==> config.mk <==
export PLATFORM = sky130hd
export DESIGN_NAME = mem_arbiter
export DESIGN_NICKNAME = d
export VERILOG_FILES = /design/src/rtl/cpu_common.sv /design/src/rtl/sat_counter.sv /design/src/rtl/mem_arbiter.sv
export SDC_FILE = /design/constraint.sdc
export NUM_CORES = 1
export LEC_CHECK = 0
export ABC_AREA = 1
export CAP_MARGIN = 20
export CORE_MARGIN = 2
export CORE_UTILIZATION = 21
export CTS_BUF_LIST = sky130_fd_sc_hd__clkbuf_4 sky130_fd_sc_hd__clkbuf_8
export CTS_CLUSTER_SIZE = 30
export DETAILED_ROUTE_END_ITERATION = 16
export HOLD_SLACK_MARGIN = 0.02
export PLACE_DENSITY = 0.89
export SYNTH_ARGS = -nofsm -noshare
export SYNTH_HDL_FRONTEND = slang
export SYNTH_HIERARCHICAL = 1
export SYNTH_SLANG_ARGS = --single-unit
export TNS_END_PERCENT = 5
==> constraint.sdc <==
create_clock -name clk -period 1.35 [get_ports clk]
set_clock_uncertainty 0.1 [all_clocks]
set_input_delay 0.27 -clock clk [delete_from_list [all_inputs] [get_ports clk]]
set_output_delay 0.27 -clock clk [all_outputs]
set_load 0.02 [all_outputs]
==> src/rtl/cpu_common.sv <==
// Shared CPU-wide types and constants: memory geometry and the response-owner tag
// used to route read data back to the unit that issued the access.
package cpu_common;

  localparam int MEM_ADDR_W = 13;
  localparam int MEM_DATA_W = 16;
  localparam int MEM_BE_W   = MEM_DATA_W / 8;

  typedef enum logic [1:0] {
    OWNER_NONE  = 2'd0,
    OWNER_FETCH = 2'd1,
    OWNER_LS    = 2'd2
  } mem_owner_t;

endpackage

==> src/rtl/sat_counter.sv <==
// Saturating up-counter with synchronous clear; clear wins over increment and the
// value sticks at all-ones instead of wrapping.
module sat_counter #(
  parameter int DATA_W = 16
) (
  input  logic              clk,
  input  logic              rst_async,
  input  logic              clear_i,
  input  logic              inc_i,
  output logic [DATA_W-1:0] count_o
);

  logic [DATA_W-1:0] count_q, count_d;

  always_comb begin
    count_d = count_q;
    if (clear_i) begin
      count_d = '0;
    end else if (inc_i && (count_q != {DATA_W{1'b1}})) begin
      count_d = count_q + 1'b1;
    end
  end

  always_ff @(posedge clk or posedge rst_async) begin
    if (rst_async) begin
      count_q <= '0;
    end else begin
      count_q <= count_d;
    end
  end

  assign count_o = count_q;

endmodule

==> src/rtl/mem_arbiter.sv <==
// Fetch vs load/store arbiter for the single-port program/data memory, with a
// one-cycle read-response router. Stall counters built only with MEM_ARBITER_PERF_COUNTERS_EN.
module mem_arbiter
  import cpu_common::*;
(
  input  logic                  clk,
  input  logic                  rst_async,
  input  logic                  fetch_req,
  input  logic                  fetch_lock,
  input  logic [MEM_ADDR_W-1:0] fetch_addr,
  output logic                  fetch_gnt,
  output logic                  fetch_rvalid,
  output logic [MEM_DATA_W-1:0] fetch_rdata,
  input  logic                  ls_req,
  input  logic                  ls_we,
  input  logic [MEM_BE_W-1:0]   ls_be,
  input  logic [MEM_ADDR_W-1:0] ls_addr,
  input  logic [MEM_DATA_W-1:0] ls_wdata,
  output logic                  ls_gnt,
  output logic                  ls_rvalid,
  output logic [MEM_DATA_W-1:0] ls_rdata,
  output logic [MEM_ADDR_W-1:0] mem_addr,
  output logic                  mem_we,
  output logic [MEM_BE_W-1:0]   mem_be,
  output logic [MEM_DATA_W-1:0] mem_wdata,
  input  logic [MEM_DATA_W-1:0] mem_rdata,
  input  logic                  perf_clear,
  output logic [15:0]           fetch_stall_cnt,
  output logic [15:0]           ls_stall_cnt
);

  mem_owner_t last_gnt_q, last_gnt_d;
  mem_owner_t rsp_owner_q, rsp_owner_d;
  logic       lock_pending_q, lock_pending_d;
  logic       fetch_win, ls_win;

  // Grants are suppressed while reset is asserted so every output reads 0 in reset.
  always_comb begin
    fetch_win = ~rst_async & fetch_req &
                (lock_pending_q | ~ls_req | (last_gnt_q == OWNER_LS));
    ls_win    = ~rst_async & ls_req & ~fetch_win;

    // Only the first locked grant arms the lock, capping a locked burst at two words.
    lock_pending_d = fetch_win & fetch_lock & ~lock_pending_q;

    last_gnt_d = last_gnt_q;
    if (fetch_win) begin
      last_gnt_d = OWNER_FETCH;
    end else if (ls_win) begin
      last_gnt_d = OWNER_LS;
    end

    rsp_owner_d = OWNER_NONE;
    if (fetch_win) begin
      rsp_owner_d = OWNER_FETCH;
    end else if (ls_win && !ls_we) begin
      rsp_owner_d = OWNER_LS;
    end
  end

  always_ff @(posedge clk or posedge rst_async) begin
    if (rst_async) begin
      last_gnt_q     <= OWNER_LS;
      lock_pending_q <= 1'b0;
      rsp_owner_q    <= OWNER_NONE;
    end else begin
      last_gnt_q     <= last_gnt_d;
      lock_pending_q <= lock_pending_d;
      rsp_owner_q    <= rsp_owner_d;
    end
  end

  always_comb begin
    mem_addr  = '0;
    mem_we    = 1'b0;
    mem_be    = '0;
    mem_wdata = '0;
    if (fetch_win) begin
      mem_addr = fetch_addr;
    end else if (ls_win) begin
      mem_addr = ls_addr;
      if (ls_we) begin
        mem_we    = 1'b1;
        mem_be    = ls_be;
        mem_wdata = ls_wdata;
      end
    end
  end

  assign fetch_gnt    = fetch_win;
  assign ls_gnt       = ls_win;
  assign fetch_rvalid = (rsp_owner_q == OWNER_FETCH);
  assign ls_rvalid    = (rsp_owner_q == OWNER_LS);
  assign fetch_rdata  = fetch_rvalid ? mem_rdata : '0;
  assign ls_rdata     = ls_rvalid ? mem_rdata : '0;

`ifdef MEM_ARBITER_PERF_COUNTERS_EN
  sat_counter #(.DATA_W(16)) u_fetch_cnt (
    .clk       (clk),
    .rst_async (rst_async),
    .clear_i   (perf_clear),
    .inc_i     (fetch_req & ~fetch_win),
    .count_o   (fetch_stall_cnt)
  );

  sat_counter #(.DATA_W(16)) u_ls_cnt (
    .clk       (clk),
    .rst_async (rst_async),
    .clear_i   (perf_clear),
    .inc_i     (ls_req & ~ls_win),
    .count_o   (ls_stall_cnt)
  );
`else
  logic unused_perf_clear;
  assign unused_perf_clear = perf_clear;
  assign fetch_stall_cnt   = '0;
  assign ls_stall_cnt      = '0;
`endif

endmodule

### Word level (Yosys, flattened, before mapping)

Cells that the tools add are included.

| cells by class | value |
|---|---|
| mux-type cells | 17 |
| reduce and logical (&&, ||, !) cells | 3 |
| equality and inequality tests | 3 |
| bitwise gates (word level) | 12 |

Operators by type and width:

| operator | number |
|---|---|
| 16-bit 2-to-1 mux | 5 |
| 13-bit 2-to-1 mux | 2 |
| 2-bit 2-to-1 mux | 7 |
| 1-bit bitwise AND | 6 |
| 2-bit == test, second input constant | 2 |
| 1-bit NOT | 4 |
| 1-bit 2-to-1 mux | 3 |
| 2-bit by 1-bit == test with 1-bit output, second input constant | 1 |
| 1-bit bitwise OR | 2 |
| 2-bit nonzero test | 1 |
| 1-bit logical AND | 1 |
| 1-bit zero test | 1 |

| storage, ports and cells | value |
|---|---|
| register bits after elaboration | 5 |
| word-level logic and storage cells | 38 |
| output and inout bits | 100 |

### Logic depth before layout (Yosys ltp)

| depth | value |
|---|---|
| word-level depth | 9 |
| mapped depth | 7 |
| mapped depth without buffers | 6 |

### Worst setup path after synthesis

Ideal clock, no wire load.

| timing | value |
|---|---|
| path type | register to output |
| from | register rsp_owner_q[0] |
| to | output port ls_rdata[10] |
| arrival | 1.356 ns |
| path slack | -0.376 ns |
| stages on the path, launching flop included | 5 |
| required time | 0.980 ns |
| path through | dfrtp_1 nor2_1 inv_1 buf_2 nor2_1 |

| between the ends | value |
|---|---|
| longest elaborated chain between the ends | 2 |

RTL lines:

| what | line | source |
|---|---|---|
| start: declaration | mem_arbiter.sv:33 | `mem_owner_t rsp_owner_q, rsp_owner_d;` |
| start signal: assignment | mem_arbiter.sv:69 | `rsp_owner_q <= rsp_owner_d;` |
| 2-bit == test | mem_arbiter.sv:93 | `assign ls_rvalid = (rsp_owner_q == OWNER_LS);` |
| named net ls_rvalid | mem_arbiter.sv:20 | `output logic ls_rvalid,` |
| 16-bit 2-to-1 mux | mem_arbiter.sv:95 | `assign ls_rdata = ls_rvalid ? mem_rdata : '0;` |
| end: declaration | mem_arbiter.sv:21 | `output logic [MEM_DATA_W-1:0] ls_rdata,` |

The timed path passes the listed nets, and every way through them passes these cells.

### Worst setup path after layout

| timing | value |
|---|---|
| from | register last_gnt_q[1] |
| to | output port mem_wdata[5] |

| between the ends | value |
|---|---|
| longest elaborated chain between the ends | 7 |

RTL lines:

| what | line | source |
|---|---|---|
| start: declaration | mem_arbiter.sv:32 | `mem_owner_t last_gnt_q, last_gnt_d;` |
| start signal: assignment | mem_arbiter.sv:67 | `last_gnt_q <= last_gnt_d;` |
| 2-bit == test (*) | mem_arbiter.sv:40 | `(lock_pending_q \| ~ls_req \| (last_gnt_q == OWNER_LS));` |
| 1-bit bitwise OR (*) | mem_arbiter.sv:40 |  |
| 1-bit bitwise AND (*) | mem_arbiter.sv:39 | `fetch_win = ~rst_async & fetch_req &` |
| 1-bit NOT | mem_arbiter.sv:41 | `ls_win = ~rst_async & ls_req & ~fetch_win;` |
| 1-bit bitwise AND | mem_arbiter.sv:41 |  |
| 16-bit 2-to-1 mux | mem_arbiter.sv:80 | `end else if (ls_win) begin` |
| 16-bit 2-to-1 mux (*) | mem_arbiter.sv:78 | `if (fetch_win) begin` |
| end: declaration | mem_arbiter.sv:25 | `output logic [MEM_DATA_W-1:0] mem_wdata,` |

Mark *: on every way between the ends. The rest lies on a longest branch, timed or not.

==> results by group <==
Status
  – Status: finished, violations left
  – Failing checks: setup timing

Final layout
  – Most frequent cells in the layout: 62 x clkdlybuf4s50_1, 57 x buf_6, 34 x nor2_4
  – Final Instance Area: 3053 um2
  – # diodes: 0
  – Layout cells sized above 1: 52.48%
  – Commonest non-fill, non-tap cell in the layout: clkdlybuf4s50_1
  – Filler cell count: 425
  – Post-layout util: 60.94%
  – Seq. cell area: 126.4 um2
  – Multi-input gate area: 1059 um2
  – Area growth, synth to finish: 184.7%
  – Nets: 411

Worst setup path
  – R2R Path End: lock_pending_q$_DFF_PP0_
  – Req. time, crit path: 0.98 ns
  – CP endpoint kind: output port
  – Startpoint Class: flip-flop
  – Critical path type: reg -> out
  – Reg-to-reg critical path startpoint: last_gnt_q[1]$_DFFE_PP1P_
  – Reg2reg setup slack: 0.01 ns
  – R2R depth: 6
  – Crit path arrival time: 1.41 ns
  – CP Max Fanout: 7

Clock tree
  – Longest Clk Path Bufs: 2
  – Root Buffer: clkbuf_8
  – CTS buffer count: 3
  – CTS sink cnt: 5
  – CTS H-tree depth: 1
  – Clock Pin Slew Worst Setup and Hold Paths: 0.04 ns
  – CTS tree: built
  – Worst skew pair latency: 0.22 ns
  – CTS hold repair buffers: 0

Global route
  – Initial antenna violation count: 0
  – First-pass GRT wire length: 6.486 mm
  – Largest net degree at the start of global routing: 18
  – Total congestion overflow: 0
  – Total GRT Usage: 14.66%
  – Vias in the first global route: 1,472

Yosys
  – Synthesized flop and latch total: 5
  – Post-Syn Area: 1072 um2
  – Avg Cell Area, Syn: 5.443 um2
  – Ys Warns: 6
  – Sequential area share after synthesis: 11.79%
  – Cells after Synth: 197
  – Distinct cells, synth: 17

Floorplan
  – Die X: 75.46 um
  – Core area: 5010 um2
  – Row count: 26
  – Initial Util: 21.40%
  – Die height: 75.46 um
  – Num ports: 167
  – Full die area: 5693 um2

Min path
  – Hold Path Class: in -> async

Placement
  – Placed Area: 2743 um2
  – Post-DP HPWL: 3.763 mm
  – Port Buf Inserts: 133
  – Final GP Congestion: 0.7719

Power
  – PD cells: 477.6 nW/um2
  – LEAKAGE: 0.001444 uW
  – Worst IR drop on VDD: 516.5 uV

Timing
  – Max Transition Viols Final: 0
  – Fin crit period: 1.776 ns
  – Setup-failing EPs final: 68
  – Max frequency: 563.2 MHz
  – Final Hold Fails: 0
  – Unrepaired setup endpoints after global routing: yes
  – Tcrit/Tclk final: 131.5%
  – Post-route setup slack: -0.4256 ns

Drt
  – 1st-pass router iterations: 3
  – DR vias: 1,661
  – WL final: 4.642 mm
  – Vias per Instance: 4.022
  – 1st-iter DRT viols: 12
  – DRT antenna net count: 0
  – DRC: 0
  – Post-DR wirelength/cell: 11.24 um

Flow run
  – Max-Cap Viols: 0
sequential cells by signal, indices dropped and copies added, names as in the netlist:
| signal | cells |
|---|---|
| last_gnt_q | 2 |
| lock_pending_q | 1 |
| rsp_owner_q | 2 |
what timing repair did:
| item | in CTS | in global routing |
|---|---|---|
| setup buffers | 1 | 0 |
| pin swaps | 3 | 6 |
| endpoints found under the setup margin | 71 | 70 |
| hold endpoints to repair | 0 | 0 |
| gates cloned | 1 | 1 |
| gates resized for setup | 414 | 30 |
logic make-up after synthesis:
group           share of synthesized area [%]
other cells                            0.3497
flops                                   11.79
compound gates                         0.4663
simple gates                            49.71
buf+inv                                 37.69
per-stage QoR:
step / power (uW) / std cells / hold WS (ns) / setup WS [ns] / TNS [ns]
3_3_place_gp: 1040 / 407 / 0.3912 / -1.012 / -51.16
5_1_grt: 1538 / 413 / 0.1028 / -0.4790 / -22.58
4_1_cts: 1417 / 412 / 0.08549 / -0.4393 / -20.19
3_5_place_dp: 1055 / 407 / 0.4183 / -1.041 / -52.57
6_report: 1458 / 413 / 0.08287 / -0.4256 / -19.06
2_1_floorplan: 693.9 / 228 / -0.05221 / -0.1052 / -3.324
cells in the mapped netlist:
cell,number,area [um2]
buf_6,2,22.52
nor2_4,2,22.52
nand2_1,33,123.9
inv_1,27,101.4
nand3_1,26,130.1
nor2_2,3,18.77
nor3_2,1,10.01
dfstp_2,1,26.28
o21ai_0,1,5.000
nor2_1,53,198.9
nand2_2,1,6.260
nand2_4,2,22.52
clkbuf_1,2,7.510
buf_4,33,247.7
dfrtp_1,4,100.1
conb_1,1,3.750
buf_2,5,25.02
worst max-delay path by stage:
stage	startpoint	cells after the start	endpoint
final	last_gnt_q[1]$_DFFE_PP1P_	7	mem_wdata[5]
after global routing	last_gnt_q[1]$_DFFE_PP1P_	7	mem_addr[9]
after CTS	last_gnt_q[1]$_DFFE_PP1P_	7	mem_wdata[5]
after detailed placement	ls_req	9	mem_wdata[10]
after global placement	ls_req	9	mem_wdata[10]
after floorplan	last_gnt_q[1]$_DFFE_PP1P_	6	ls_gnt
metal layers:
metal / part of all wire (%) / vias up / global-route usage (%)
li1: - / 811 / -
met1: 33 / 758 / 14.88
met2: 57 / 88 / 28.02
met3: 9.4 / 4 / 3.836
met4: 0.93 / 0 / 6.238
met5: 0 / - / 0
worst max-delay path, stage by stage, from the launching register on:
cell     delay (ns)
dfstp_2        0.53
nand2_2        0.06
nand2_4        0.09
nand2_8        0.08
nand2_8        0.10
buf_12         0.16
nor2_4         0.04
buf_6          0.12
cell type report:
cell class,instances,area share [%]
well taps,70,2.869
multi-input cells,154,34.67
clock buffers,4,1.598
flip-flops and latches,5,4.139
repair buffers,153,53.32
inverters,27,3.402
power breakdown:
group	leakage [uW]	switching, uW	internal (uW)
sequential	0.0000629	8.07	169
combinational	0.00135	514	467
clock	0.0000262	77.7	223
total	0.00144	600	858
Note: power is estimated with default switching activity, not from simulation.
